===== src/rtl/rr_gnt_arbiter.sv =====
// Round-robin arbiter with registered one-hot grant, bounded hold under contention
// and zero-bubble hand-off between owners.
//
// state | meaning
// IDLE  | no owner, gnt all-zero, waiting for any request
// GRANT | gnt_id owns the grant; hold_cnt counts its consecutive cycles
module rr_gnt_arbiter #(
    parameter int N        = 4,
    parameter int MAX_HOLD = 8,
    localparam int IW      = $clog2(N),
    localparam int HW      = $clog2(MAX_HOLD + 1)
) (
    input  logic          clk,
    input  logic          rst,
    input  logic [N-1:0]  req,
    output logic [N-1:0]  gnt,
    output logic          gnt_vld,
    output logic [IW-1:0] gnt_id
);

    typedef enum logic {IDLE, GRANT} state_t;

    state_t        state;
    logic [IW-1:0] ptr;
    logic [HW-1:0] hold_cnt;

    logic [N-1:0]  others;
    logic          pending;
    logic [IW-1:0] nxt;
    logic [IW-1:0] idle_pick;
    logic [IW-1:0] hand_pick;
    logic          at_limit;

    // First set bit of r at or after index s, wrapping from N-1 back to 0.
    function automatic logic [IW-1:0] search(input logic [N-1:0] r, input logic [IW-1:0] s);
        int idx;
        search = s;
        for (int k = N - 1; k >= 0; k--) begin
            idx = (int'(s) + k) % N;
            if (r[idx]) search = IW'(idx);
        end
    endfunction

    // The current owner is excluded so a preempt can never re-grant it.
    assign others    = req & ~gnt;
    assign pending   = |others;
    assign nxt       = (int'(gnt_id) == N - 1) ? '0 : gnt_id + 1'b1;
    assign idle_pick = search(req, ptr);
    assign hand_pick = search(others, nxt);
    assign at_limit  = (hold_cnt == HW'(MAX_HOLD));

    always_ff @(posedge clk) begin
        if (rst) begin
            state    <= IDLE;
            gnt      <= '0;
            gnt_vld  <= 1'b0;
            gnt_id   <= '0;
            ptr      <= '0;
            hold_cnt <= '0;
        end else begin
            case (state)
                IDLE: begin
                    if (|req) begin
                        state    <= GRANT;
                        gnt      <= {{(N-1){1'b0}}, 1'b1} << idle_pick;
                        gnt_vld  <= 1'b1;
                        gnt_id   <= idle_pick;
                        hold_cnt <= HW'(1);
                    end
                end
                GRANT: begin
                    if (!req[gnt_id]) begin
                        ptr <= nxt;
                        if (pending) begin
                            gnt      <= {{(N-1){1'b0}}, 1'b1} << hand_pick;
                            gnt_id   <= hand_pick;
                            hold_cnt <= HW'(1);
                        end else begin
                            state    <= IDLE;
                            gnt      <= '0;
                            gnt_vld  <= 1'b0;
                            gnt_id   <= '0;
                            hold_cnt <= '0;
                        end
                    end else if (at_limit && pending) begin
                        ptr      <= nxt;
                        gnt      <= {{(N-1){1'b0}}, 1'b1} << hand_pick;
                        gnt_id   <= hand_pick;
                        hold_cnt <= HW'(1);
                    end else if (!at_limit) begin
                        hold_cnt <= hold_cnt + 1'b1;
                    end
                end
                default: begin
                    state <= IDLE;
                    gnt   <= '0;
                end
            endcase
        end
    end

endmodule


===== config.mk =====
export PLATFORM = sky130hd
export DESIGN_NAME = rr_gnt_arbiter
export DESIGN_NICKNAME = d
export VERILOG_FILES = /design/src/rtl/rr_gnt_arbiter.sv
export SDC_FILE = /design/constraint.sdc
export NUM_CORES = 1
export LEC_CHECK = 0
export BUFFER_PORTS_ARGS = -buffer_cell sky130_fd_sc_hd__buf_2
export CORE_MARGIN = 4
export CORE_UTILIZATION = 53
export CTS_BUF_LIST = sky130_fd_sc_hd__clkbuf_4 sky130_fd_sc_hd__clkbuf_8
export CTS_CLUSTER_DIAMETER = 200
export DETAILED_ROUTE_END_ITERATION = 12
export PLACE_DENSITY = 0.86
export SYNTH_ARGS = -nofsm -noshare
export SYNTH_HDL_FRONTEND = slang
export SYNTH_SLANG_ARGS = --single-unit

===== constraint.sdc =====
create_clock -name clk -period 1.9 [get_ports clk]
set_clock_uncertainty 0.05 [all_clocks]
set_input_delay 0.57 -clock clk [delete_from_list [all_inputs] [get_ports clk]]
set_output_delay 0.57 -clock clk [all_outputs]
set_load 0.05 [all_outputs]

### Yosys cells after proc, flatten, opt, wreduce, memory -nomap -nowiden

Index checks and enable logic that the tools add are counted.

* bits in registers: 14
* input port bits: 6
* logic and storage cells: 114

* add/sub/neg operators: 8
* magnitude comparators: 9
* eq/ne operators: 8
* shifts and indexed selects: 2
* multiplexer cells: 59
* bitwise gates (word level): 9
* reduce and logical (&&, ||, !) cells: 13

Operator list (count)
* $mux 4: 8
* $mux 2: 15
* $lt 3x4->1 const B: 6
* $mux 1: 22
* $bmux 1 s2: 9
* $pmux 4 s2: 2
* $reduce_or 2->1: 6
* $lt 2x3->1 const B: 3
* $add 2x2->2 const B: 4
* $reduce_or 4->1: 2
* $shl 1x2->4 const A: 2
* $add 2x1->2 const B: 3
* $and 1x1->1 const A: 6
* $ne 2x2->1 const B: 3
* $reduce_and 2->1: 3
* $add 4x1->4 const B: 1
* $and 4x4->4: 1
* $eq 4x4->1 const B: 1
* $ne 4x3->1 const B: 1
* $not 4->4: 1
* $pmux 1 s2: 2
* $pmux 2 s2: 1
* $ne 3x2->1 const B: 1
* $reduce_and 3->1: 1
* other kinds (4): 4

### Logic depth before layout (Yosys ltp)

* depth after elaboration: 16
* gate-level depth with buffers: 9
* mapped depth without buffers: 8

### Worst setup path after synthesis

OpenSTA, ideal clock, no wires.

* path kind: register to register
* from: register gnt_id[0]
* to: register gnt[0]
* arrival time: 1941 ps
* slack: -179 ps
* stages on the path, launching flop included: 8
* cell sequence: dfxtp_1 mux2_2 o22a_1 and2_1 buf_6 nand2_8 nor2_2 a311oi_2

* cells in the longest elaborated chain, start to end: 14
* elaborated cells on any way between the ends: 30
* classes of those cells: 4 x add/sub; 2 x eq/ne; 1 x shift; 22 x mux; 1 x reduce/logical

RTL lines
* from (decl): RTL line 18 `output logic [IW-1:0] gnt_id`
* from (signal assigned): RTL line 67 `gnt_id <= idle_pick;`
* from (signal assigned): RTL line 76 `gnt_id <= hand_pick;`
* from (signal assigned): RTL line 88 `gnt_id <= hand_pick;`
* $add 2x1->2 / $eq 2x1->1 (equally long branches): RTL line 47 `assign nxt = (int'(gnt_id) == N - 1) ? '0 : gnt_id + 1'b1;`
* $mux 2: RTL line 47
* $add 2x2->2: RTL line 39 `idx = (int'(s) + k) % N;`
* $bmux 1 s2: RTL line 40 `if (r[idx]) search = IW'(idx);`
* $mux 1 (implied by the code) (2 in a row): RTL line 40
* $mux 2 (4 in a row): RTL line 40
* $shl 1x2->4: RTL line 75, 87
* $mux 4 (on tied branches): RTL line 74, 85
* $mux 4: RTL line 72 `if (!req[gnt_id]) begin`
* $pmux 4 s2: RTL line 61 `case (state)`
* to (signal assigned): RTL line 65 `gnt <= {{(N-1){1'b0}}, 1'b1} << idle_pick;`
* to (signal assigned): RTL line 75 `gnt <= {{(N-1){1'b0}}, 1'b1} << hand_pick;`
* to (signal assigned): RTL line 87 `gnt <= {{(N-1){1'b0}}, 1'b1} << hand_pick;`
* to (decl): RTL line 16 `output logic [N-1:0] gnt,`

Parallel ways exist; a longest one is shown, timed or not. The select of a mux whose other input is x is not followed.
A chain may end at the register's enable or synchronous reset.

### Worst setup path in the final report

* from: register gnt_id[0]
* to: register hold_cnt[3]

* cells in the longest elaborated chain, start to end: 4
* elaborated cells on any way between the ends: 6
* classes of those cells: 1 x eq/ne; 4 x mux; 1 x reduce/logical

RTL lines
* $bmux 1 s2 (*): RTL line 72
* $mux 1 (implied by the code) (*): RTL line 72
* $ne 4x3->1 (no source line) / $mux 4 (equally long branches)
* $reduce_and 2->1 (no source line) / $pmux 4 s2 (equally long branches)
* to (signal assigned): RTL line 91 `hold_cnt <= hold_cnt + 1'b1;`
* to (decl): RTL line 25 `logic [HW-1:0] hold_cnt;`

Every way passes the cells marked *; elsewhere a longest branch is shown, timed or not. The select of a mux whose other input is x is not followed.

==> metrics.log <==
INFO  metric number_of_synthesized_flops_with_an_enable_pin = 0
INFO  metric start_util = 57.75%
INFO  metric grt_antenna_before_repair = 0
INFO  metric post_route_minimum_period = about 1900 ps
INFO  metric gp_congestion = 0.9119
INFO  metric critPathLaunchType = flip-flop
INFO  metric route.detailed.wl_per_inst = between 15 and 20 µm
INFO  metric die_w = between 50 and 60 µm
INFO  metric final.period_utilization = 99.36%
INFO  metric num_antenna_cells = 0
INFO  metric detail-route-antenna-nets = 0
INFO  metric p_leak = 0.5777 nW
INFO  metric first_global_vias = 1,076
INFO  metric placement_rows = 15
INFO  metric drt-initial-drc-count = 61
INFO  metric final_cell_mix = buf_4, nor2_1, buf_2
INFO  metric synth_area = 0.001030 mm²
INFO  metric crit_arrival = ~2000 ps
INFO  metric slew_headroom = 74.55%
INFO  metric ys_top_cells_by_area = dfxtp_1, nor2_1, a21oi_1
INFO  metric critical_path.max_fanout = 7
INFO  metric fin_setup_tns = 0 ps
INFO  metric globalRouteOverflowTotal = 0
INFO  metric tritoncts_clock_tree = yes
INFO  metric timing.hold.worst.class = flip-flop to flip-flop
INFO  metric synth_largest_area_cell = dfxtp_1
INFO  metric final-hold-violation-count = 0
INFO  metric route.detailed.vias_per_inst = between 6 and 7
INFO  metric cts_root_buffer = clkbuf_4
INFO  metric final_layout_size_suffix_gt1_share = 42.50%
INFO  metric timing.final.max_slew_violations = 0
INFO  metric port_buffers = 12
INFO  metric placed_cells = 181
INFO  metric top_level_ports = 13
INFO  metric cp.required = 2030 ps
INFO  metric clock_sinks = 14
INFO  metric clkSlewWorstSetupHoldPaths = 80 ps
INFO  metric wl = 3087 µm
INFO  metric worstSkewPairLatency = 280 ps
INFO  metric dieHeight = roughly 52 µm
INFO  metric instance_area_at_placement = roughly 0.0013 mm²
INFO  metric first_pass_grt_wire_length = 5057 µm
INFO  metric power_per_cell_area = 889.1 mW/mm²
INFO  metric async_reset_ff_share = 0%
INFO  metric nNetsFinal = 171
INFO  metric area_growth_synth_to_finish = 33.41%
INFO  metric critical_path.endpoint_type = flip-flop
INFO  metric dr_total_vias = roughly 1,100
INFO  metric timing_worst_slew_pin_value = ~380 ps
INFO  metric total_global_route_track_usage = 25.94%
INFO  metric drv.max_cap_violation_count = 0
INFO  metric yosysUniqueCellTypes = between 40 and 50
INFO  metric synthDominantCellAreaShare = a little over a quarter
INFO  metric cts_hold_repair.buffers = 0
INFO  metric internal_reg_to_reg_setup_slack = around 12 ps
INFO  metric syn_nets = 134
INFO  metric synthesis.area_per_instance = 8.238 µm²
INFO  metric tritoncts.num_buffers = 3
INFO  metric synth_flop_cell = dfxtp_1
INFO  metric design.die.area = ~0.0027 mm²
INFO  metric h-tree-depth = 1
INFO  metric timing.final.setup_violations = 0
INFO  metric total_of_fill_cells_in_the_finished_design = 123
INFO  metric drc = 0
INFO  metric path_class = flip-flop to flip-flop
INFO  metric status = finished, final reports clean
INFO  metric layout.cell_area.non_filler = about 0.0014 mm²
INFO  metric vdd_ir_drop_max = 0.0005522 V
INFO  metric post_synthesis_sequential_element_count = 14
INFO  metric layout_commonest_cell = buf_4
INFO  metric clock_path_buffers = 2
INFO  metric clock.fmax = 0.5297 GHz
INFO  metric syn_inst = 125
INFO  metric detail_route.first_pass.iterations = 4
INFO  metric standard_cell_core_area = roughly 0.0018 mm²
INFO  metric ys.warnings.count = 0
INFO  metric grt_max_degree = 15
INFO  metric place.detailed.hpwl = approximately 2300 µm
INFO  metric number_of_non_filler_instances_in_the_completed_layout = about 190
INFO  metric synth_sequential_area_ratio = a little over a quarter
-- layer usage --
metal	track usage [%]	wire [µm]	vias to the layer above	part of all wire (%)
met3	5.731	174	13	5.6
met2	42.89	1503	47	49
met4	13.54	125	0	4.0
met1	30.96	1283	534	42
met5	0	0	-	0
li1	-	-	535	-
-- power by group --
| group | switching [mW] | total [mW] | internal [mW] |
|---|---|---|---|
| Combinational | 0.382 | 0.669 | 0.287 |
| Clock | 0.0941 | 0.168 | 0.0738 |
| Sequential | 0.0502 | 0.384 | 0.334 |
| Total | 0.526 | 1.22 | 0.696 |
-- worst max-delay path: stages, from the launching register on --
cell and delay [ps]:
dfxtp_4 420, mux2_2 380, o22a_1 200, nand4_1 170
nand4_1 130, xor2_1 170, nor3_1 250
-- flip-flops by register name, indices dropped and copies added (netlist names) --
register and count:
hold_cnt 4, gnt_vld 1, gnt_id 2, ptr 2, gnt 4, state 1
-- synthesized netlist by cell type, drive strengths merged (2+ instances only) --
cell type and instances:
a211oi 2, a21o 2, a21oi 11, a311oi 4, a31oi 2, and2b 4, clkbuf 2, dfxtp 14
ha 3, inv 5, mux2 2, nand2 9, nand2b 3, nand3b 2, nand4 2, nor2 18
nor2b 4, nor3 7, nor4 2, o21ai 7, o221ai 2, or2 2, xor2 2
-- per-stage QoR --
stage          setup slack, ps  utilization [%]  hold WS (ps)  total power [mW]
4_1_cts                  23.84            73.82         481.5             1.148
2_1_floorplan            2.622                -         451.2            0.7575
6_report                 12.07            77.05         471.1             1.222
3_3_place_gp            -160.4            72.07         441.2            0.9490
3_5_place_dp            -191.8            72.07         470.9            0.9758
5_1_grt                 -72.07            77.05         506.9             1.289
-- logic make-up after synthesis --
family	after synthesis	share of synthesized area, %
AND/OR/NAND/NOR	58	33.66
buffers and inverters	8	3.646
flip-flops	14	27.22
AO/OA/AOI/OAI	37	26.25
multiplexers	3	3.887
adder cells (fa/ha/maj)	3	3.646
XOR/XNOR	2	1.701
-- path summary, 6_finish.rpt --
path	from	end	cells past startpoint
setup / recovery	gnt_id[0]	hold_cnt[3]	6
hold / removal	gnt_vld	gnt_vld	2
setup reg to reg	gnt_id[0]	hold_cnt[3]	6
hold reg to reg	gnt_vld	gnt_vld	2
-- final cells by class --
type | instances | area (µm²) | area share [%]
Clock buffer | 3 | 22.52 | 1.639
Inverter | 5 | 18.77 | 1.366
Multi-Input combinational cell | 103 | 767.0 | 55.83
Sequential cell | 14 | 289.0 | 21.04
Tap cell | 25 | 31.28 | 2.277
Timing Repair Buffer | 35 | 245.2 | 17.85
-- timing repair --
action / in CTS / in global routing
buffers inserted: 0 / 1
pin swaps: 1 / 2
setup endpoints to repair: 5 / 7
gates resized for setup: 3 / 12
gates cloned: 0 / 0
(Power assumes the default switching activity.)
